==> src/rtl/icache_pkg.sv <==
// Shared types and constants for the direct-mapped instruction cache.
package icache_pkg;

  typedef enum logic [1:0] {
    IDLE,
    MEM_WAIT,
    FILL
  } icache_state_t;

  localparam int unsigned LINE_BYTES   = 16;
  localparam int unsigned OFFSET_W     = 4;
  localparam int unsigned WORD_SEL_LSB = 2;

  localparam logic [31:0] INSTR_NONE = 32'h0000_0000;

endpackage

==> src/rtl/icache_array.sv <==
// Valid/tag/data storage: combinational read, synchronous write and clear-all.
module icache_array #(
  parameter int unsigned NUM_LINES = 16,
  parameter int unsigned IDX_W     = $clog2(NUM_LINES),
  parameter int unsigned TAG_W     = 32 - 4 - IDX_W
) (
  input  logic             clock,
  input  logic             reset,
  input  logic             clear_i,
  input  logic [IDX_W-1:0] rd_idx_i,
  output logic             rd_valid_o,
  output logic [TAG_W-1:0] rd_tag_o,
  output logic [127:0]     rd_data_o,
  input  logic             we_i,
  input  logic [IDX_W-1:0] wr_idx_i,
  input  logic [TAG_W-1:0] wr_tag_i,
  input  logic [127:0]     wr_data_i,
  input  logic             wr_valid_i
);

  logic [NUM_LINES-1:0] valid_q, valid_d;
  logic [TAG_W-1:0]     tag_q  [NUM_LINES];
  logic [127:0]         data_q [NUM_LINES];

  assign rd_valid_o = valid_q[rd_idx_i];
  assign rd_tag_o   = tag_q[rd_idx_i];
  assign rd_data_o  = data_q[rd_idx_i];

  // A write in the same cycle as a clear still lands, with its own valid bit.
  always_comb begin
    valid_d = valid_q;
    if (clear_i) valid_d = '0;
    if (we_i) valid_d[wr_idx_i] = wr_valid_i;
  end

  always_ff @(posedge clock) begin
    if (reset) begin
      valid_q <= '0;
    end else begin
      valid_q <= valid_d;
    end
  end

  // Tags and data carry no reset; they are meaningless until their valid bit is set.
  always_ff @(posedge clock) begin
    if (we_i) begin
      tag_q[wr_idx_i]  <= wr_tag_i;
      data_q[wr_idx_i] <= wr_data_i;
    end
  end

endmodule

==> src/rtl/icache_dm.sv <==
// Direct-mapped read-only instruction cache with single-line fill from memory.
module icache_dm
  import icache_pkg::*;
#(
  parameter int unsigned NUM_LINES  = 16,
  parameter int unsigned LINE_WORDS = 4,
  parameter int unsigned IDX_W      = $clog2(NUM_LINES),
  parameter int unsigned TAG_W      = 32 - OFFSET_W - IDX_W
) (
  input  logic                     clock,
  input  logic                     reset,
  input  logic [31:0]              phys_addr_in,
  input  logic                     addr_valid,
  input  logic                     flush,
  output logic [31:0]              instr_out,
  output logic                     instr_valid,
  output logic                     iCache_stall,
  output logic                     mem_req,
  output logic [31:0]              mem_addr,
  input  logic                     mem_rvalid,
  input  logic [LINE_WORDS*32-1:0] mem_rdata
);

  localparam int unsigned LINE_NUM_W = 32 - OFFSET_W;

  icache_state_t state_q, state_d;
  logic [LINE_NUM_W-1:0] miss_q, miss_d;
  logic                  drop_q, drop_d;

  logic [TAG_W-1:0]             addr_tag;
  logic [IDX_W-1:0]             addr_idx;
  logic [1:0]                   word_sel;
  logic                         rd_valid;
  logic [TAG_W-1:0]             rd_tag;
  logic [127:0]                 rd_data;
  logic [LINE_WORDS-1:0][31:0]  line_words;
  logic                         hit;
  logic                         arr_we;
  logic                         wr_valid;
  logic                         unused_byte_sel;

  assign addr_tag        = phys_addr_in[31:IDX_W+OFFSET_W];
  assign addr_idx        = phys_addr_in[IDX_W+OFFSET_W-1:OFFSET_W];
  assign word_sel        = phys_addr_in[OFFSET_W-1:WORD_SEL_LSB];
  assign unused_byte_sel = ^phys_addr_in[WORD_SEL_LSB-1:0];
  assign line_words      = rd_data;

  assign hit = addr_valid & rd_valid & (rd_tag == addr_tag);

  // A flush anywhere during the wait, including the return cycle, voids the incoming line.
  assign wr_valid = ~(drop_q | flush);

  icache_array #(
    .NUM_LINES(NUM_LINES),
    .IDX_W    (IDX_W),
    .TAG_W    (TAG_W)
  ) u_array (
    .clock     (clock),
    .reset     (reset),
    .clear_i   (flush),
    .rd_idx_i  (addr_idx),
    .rd_valid_o(rd_valid),
    .rd_tag_o  (rd_tag),
    .rd_data_o (rd_data),
    .we_i      (arr_we),
    .wr_idx_i  (miss_q[IDX_W-1:0]),
    .wr_tag_i  (miss_q[LINE_NUM_W-1:IDX_W]),
    .wr_data_i (mem_rdata),
    .wr_valid_i(wr_valid)
  );

  always_comb begin
    state_d      = state_q;
    miss_d       = miss_q;
    drop_d       = drop_q;
    instr_valid  = 1'b0;
    instr_out    = INSTR_NONE;
    iCache_stall = 1'b0;
    mem_req      = 1'b0;
    mem_addr     = '0;
    arr_we       = 1'b0;
    unique case (state_q)
      IDLE: begin
        if (addr_valid) begin
          if (hit) begin
            instr_valid = 1'b1;
            instr_out   = line_words[word_sel];
          end else begin
            iCache_stall = 1'b1;
            miss_d       = phys_addr_in[31:OFFSET_W];
            state_d      = MEM_WAIT;
          end
        end
      end
      MEM_WAIT: begin
        iCache_stall = 1'b1;
        mem_req      = 1'b1;
        mem_addr     = {miss_q, {OFFSET_W{1'b0}}};
        if (flush) drop_d = 1'b1;
        if (mem_rvalid) begin
          arr_we  = 1'b1;
          state_d = FILL;
        end
      end
      FILL: begin
        iCache_stall = 1'b1;
        drop_d       = 1'b0;
        state_d      = IDLE;
      end
      default: state_d = IDLE;
    endcase
  end

  always_ff @(posedge clock) begin
    if (reset) begin
      state_q <= IDLE;
      miss_q  <= '0;
      drop_q  <= 1'b0;
    end else begin
      state_q <= state_d;
      miss_q  <= miss_d;
      drop_q  <= drop_d;
    end
  end

endmodule

==> config.mk <==
export PLATFORM = sky130hd
export DESIGN_NAME = icache_dm
export DESIGN_NICKNAME = d
export VERILOG_FILES = /design/src/rtl/icache_pkg.sv /design/src/rtl/icache_array.sv /design/src/rtl/icache_dm.sv
export SDC_FILE = /design/constraint.sdc
export NUM_CORES = 2
export LEC_CHECK = 0
export CAP_MARGIN = 20
export CORE_MARGIN = 3
export CORE_UTILIZATION = 50
export DETAILED_ROUTE_END_ITERATION = 7
export PLACE_DENSITY_LB_ADDON = 0.05
export SYNTH_ARGS = -nofsm -noshare
export SYNTH_HDL_FRONTEND = slang
export SYNTH_HIERARCHICAL = 1
export SYNTH_SLANG_ARGS = --single-unit
==> constraint.sdc <==
create_clock -name clock -period 39.6 [get_ports clock]
set_input_delay 5.94 -clock clock [delete_from_list [all_inputs] [get_ports clock]]
set_output_delay 5.94 -clock clock [all_outputs]
set_load 0.02 [all_outputs]
# Yosys cells after proc, flatten, opt, wreduce, memory -nomap -nowiden
# Memories as Yosys holds them, arrays and structs flattened.
# Index checks and enable logic that the tools add are counted.
dict set report op_classes {
  order_cmp 4
  eq_ne 7
  n_mux 30
  n_bitwise 5
  reduce_logical 7
}
# operator n
set op_table {}
lappend op_table {{$mux W32} 5}
lappend op_table {{$bmux W32 S2} 1}
lappend op_table {{$mux W16} 2}
lappend op_table {{$eq A24 B24 Y1} 1}
lappend op_table {{$bwmux W16} 1}
lappend op_table {{$mux W1} 13}
lappend op_table {{$lt A4 B5 Y1 const B} 2}
lappend op_table {{$ne A2 B2 Y1 const B} 4}
lappend op_table {{$mux W2} 3}
lappend op_table {{$reduce_and A3 Y1} 2}
lappend op_table {{$bmux W1 S4} 1}
lappend op_table {{$demux W1 S4} 1}
lappend op_table {{$ge A4 B1 Y1 const B} 1}
lappend op_table {{$pmux W1 S2} 2}
lappend op_table {{$pmux W2 S2} 1}
lappend op_table {{$lt A2 B3 Y1 const B} 1}
lappend op_table {{$and A1 B1 Y1} 2}
lappend op_table {{$eq A2 B1 Y1 const B} 1}
lappend op_table {{$eq A2 B2 Y1 const B} 1}
lappend op_table {{$logic_not A2 Y1} 1}
lappend op_table {{$not A1 Y1} 2}
lappend op_table {{$reduce_and A2 Y1} 1}
lappend op_table {{$reduce_bool A2 Y1} 1}
lappend op_table {{$reduce_or A2 Y1} 1}
lappend op_table {{other kinds (2)} 2}
dict set report totals {
  register_bits 47
  ram_bits 2432
  in_bits 165
  out_inout_bits 67
  wordCells 59
  mem_count 2
}
# memory words word_bits read_ports rd_ports_with_merged_regs wr line
set memory_table {}
lappend memory_table {u_array.data_q 16 128 1 0 1 icache_array.sv:23} ;# logic [127:0] data_q [NUM_LINES];
lappend memory_table {u_array.tag_q 16 24 1 0 1 icache_array.sv:22} ;# logic [TAG_W-1:0] tag_q [NUM_LINES];

# Depth between registers and ports, before layout
dict set report logic_depth {
  ltp_word 7
  depth_mapped 16
  depth_no_buf 10
}

# By module
# The synthesis kept the hierarchy.
# mod n_inst cells_per_inst area_each_um2 seq_area_each_um2
set modules_own_cells {}
lappend modules_own_cells {icache_array 1 3998 92188.4 73350.3}
lappend modules_own_cells {icache_dm 1 267 2675.1 620.6}

# Worst setup path before layout
# OpenSTA, ideal clock, no wires.
dict set report synth_timing {
  path_type {input-to-reg}
  startpoint {input port mem_rvalid}
  endpoint {register u_array.valid_q[0]}
  setup_ns 0.132
  t_arrival_ns 18.044
  required_ns 39.468
  slack_ns 21.424
  path_stages 6
  path_cell_list {inv_1 nor2_1 or3b_2 nor3_1 or3b_2 a21oi_1}
}
dict set report synth_between {
  elab_chain_cells 3
}
# item line
set synth_lines {}
lappend synth_lines {{from (decl)} icache_dm.sv:20} ;# input logic mem_rvalid,
lappend synth_lines {{$mux W1} icache_dm.sv:100} ;# if (mem_rvalid) begin
lappend synth_lines {{$mux W1} icache_dm.sv:82} ;# unique case (state_q)
lappend synth_lines {{named net arr_we} icache_dm.sv:38} ;# logic arr_we;
lappend synth_lines {{$mux W16} icache_array.sv:33} ;# if (we_i) valid_d[wr_idx_i] = wr_valid_i;
lappend synth_lines {{to (signal assigned)} icache_array.sv:40} ;# valid_q <= valid_d;
lappend synth_lines {{to (decl)} icache_array.sv:21} ;# logic [NUM_LINES-1:0] valid_q, valid_d;
# The timed path passes the listed nets, and every way through them passes these cells.
# A chain may end at the register's enable or synchronous reset.

==> metrics.txt <==
outcome=complete, no violations; Pleak=roughly 34 nW; final wirelength=about 250000 µm; vias per std cell=6.20; Clock Skew=0.0359 ns; CP arrival=roughly 12 ns; CTS clk-pin slew, worst paths=~0.05 ns; root buffer cell=clkbuf_16; Total GRT Usage=roughly a quarter; Critical path origin=phys_addr_in[4]; max incr delay on CP=~0.86 ns; crit path launch type=input port; Mapped Cells=4265; Post-Syn Area=94900 µm²; Avg Inst Size Synth=between 20 and 25 µm²; die area=195000 µm²; die height=about 440 µm; drt pass-1 iters=7; Layout area overhead=13.8%; largest net degree at the start of global routing=105; RSZ-0062 raised after global routing=no; Synth cell types=37; reg-to-reg slack, setup=around 34 ns; RR Startpoint=state_q[1]$_SDFFE_PP0P_; H-tree depth=5; TritonCTS buffer count=280; hold path start=drop_q$_SDFFE_PP0P_; final setup violation count=0; Starting Density=~50%; hold path depth=2; Setup CP Type=input port to primary output; DRC errors left=0; Die X=approximately 440 µm; Seq cells post-synth=around 2500; hold endpoint=drop_q$_SDFFE_PP0P_; YS warnings=6; cts repair resizes=0; Hold-fix buffers, CTS=0; Power per Cell Area=50.9 nW/µm²; Tcrit/Tclk final=a little under half; IO Port Bufs=roughly 230; layout cells sized above 1=between 20% and 30%; first-pass GRT wire length=348000 µm; r2r endpoint=u_array/data_q[3][58]$_DFFE_PP_; vias in the first global route=46100; Cells after DPL=6834; nets=4792; antenna viol nets, final=0; slowest CP cell=buf_4; Async SR Flop Fraction=0%; antenna violations before repair=62; pins over their slew limit=0; Slew @ Worst Pin=about 1.3 ns; post-DR wirelength/cell=between 30 and 40 µm; Reg2Reg Depth=10; f_max=between 50 and 60 MHz; Crit. End Element=primary output; vias post-DR=around 45000; post-route non-filler standard cell count=approximately 7300; Max-Cap Viols=0; CP most frequent cell=buf_4; min Tclk post-route=roughly 18 ns; Clk Latency, worst-skew pair=roughly 0.91 ns; # Post-CTS Setup Buffers=0; Clock Path Buffers=4; peak supply drop=roughly 0.031 mV; EDFF count, synth=between 2000 and 2500; core area=between 150000 and 200000 µm²; Clock Sinks=between 2000 and 2500; Iteration-0 DRC Markers=between 4000 and 5000; Worst Path Max Fanout=76; Slew Limit Headroom=between 15 and 20%; Hold Vio Cnt, Final=0; total congestion overflow=0; row cnt=around 160; top_reg_cell synth=edfxtp_1; CTS tree=done; final RePlAce weighted congestion=around 0.73; CP Cell Sequence=buf_8 -> buf_4 -> buf_4 -> buf_4 -> buf_4 -> mux4_2 -> a22oi_1 -> nand2_1 -> mux4_2 -> and3_1 -> clkdlybuf4s50_1; worst min path class=flop to flop; post-synthesis sequential area ratio=78.0%; data required time of the critical path=33.66 ns; setup TNS=0 ns; Pwr Total=5.50 mW; post-DP HPWL=130000 µm; I/O Pins=~230
==> critical path: cells and delay by family <==
family	cells	cell delay, ns
AO/OA/AOI/OAI	1	0.23
buffers and inverters	6	4.35
multiplexers	2	1.24
AND/OR/NAND/NOR	2	0.41
==> power breakdown <==
part           internal [mW]  switching, mW  leakage (nW)
Sequential              2.90         0.0127          22.4
Combinational          0.106          0.176          8.03
Clock                   1.34          0.963          3.90
Total                   4.35           1.15          34.3
==> sequential cells by signal, summed over array words and instances (netlist names) <==
name,cells
u_array/tag_q,384
miss_q,28
drop_q,1
u_array/data_q,2048
state_q,2
u_array/valid_q,16
==> Yosys cell counts, types with 6 or more instances <==
cell type,n,area [µm²]
buf_6,25,282
nand2_1,145,544
mux2i_1,188,1880
edfxtp_1,2432,73000
nor2b_1,23,144
and2_1,30,188
a22oi_1,239,1790
buf_4,37,278
a21oi_1,72,360
mux4_2,571,12900
or3b_2,17,149
xor2_1,20,175
and3_1,33,206
buf_2,92,460
a211oi_1,34,255
o211ai_1,32,240
inv_1,6,22.5
o22ai_1,32,200
nor2_1,49,184
dfxtp_1,47,941
clkbuf_1,94,353
==> layout by cell type (no fill, tap or decap), types with 33 or more instances in the layout <==
cell type,count
a211oi_1,34
a21oi_1,72
a22oi_1,239
and3_1,33
buf_4,89
clkbuf_1,63
clkbuf_16,283
clkdlybuf4s50_1,218
clkinv_1,69
dfxtp_1,47
edfxtp_1,2432
mux2i_1,188
mux4_2,571
nand2_1,144
==> worst max-delay path by stage <==
stage,to
after floorplan,u_array/valid_q[0]$_SDFF_PP0_
after global placement,instr_out[27]
after detailed placement,instr_out[27]
final,instr_out[27]
after CTS,instr_out[27]
after global routing,instr_out[27]
==> logic make-up (layout without fill, tap and decap cells) <==
| logic type | count (synthesis) | in the layout | synth area share, % |
|---|---|---|---|
| other cells | 1 | 20 | 0.00395 |
| mux | 759 | 759 | 15.5 |
| simple gates | 319 | 319 | 1.63 |
| fa+ha+maj | 4 | 4 | 0.0528 |
| xor+xnor | 24 | 24 | 0.222 |
| compound gates | 420 | 420 | 3.09 |
| buf+inv | 259 | 789 | 1.49 |
| flops | 2479 | 2479 | 78.0 |
==> routing by layer <==
metal  up-vias  global-route usage [%]  wire length, µm
met5         -                       0              157
met4        24                    9.43             8670
met3       431                    4.84            15400
met2      1488                    41.1           122000
met1     24600                    35.3           101000
li1      18800                       -                -
==> stage by stage <==
| stage | instance area [µm²] | setup slack [ns] | hold slack, ns | utilization (%) |
|---|---|---|---|---|
| after detailed placement | 100000 | 20.93 | 0.456 | 53.1 |
| after floorplan | 94900 | 21.42 | 0.432 | - |
| after global routing | 108000 | 20.62 | 0.476 | 57.4 |
| after global placement | 99900 | 20.93 | 0.466 | 53.1 |
| final | 108000 | 21.22 | 0.466 | 57.4 |
| after CTS | 108000 | 20.93 | 0.464 | 57.3 |
==> layout make-up <==
class	instances	area [µm²]
multi-input cells	1530	19700
diodes	16	40.0
repair buffers	326	3190
flip-flops and latches	2479	74000
clock inverters	109	619
well taps	2495	3120
clock buffers	348	7350
inverters	6	25.0
fillers	13900	80200
(Power assumes the default switching activity.)
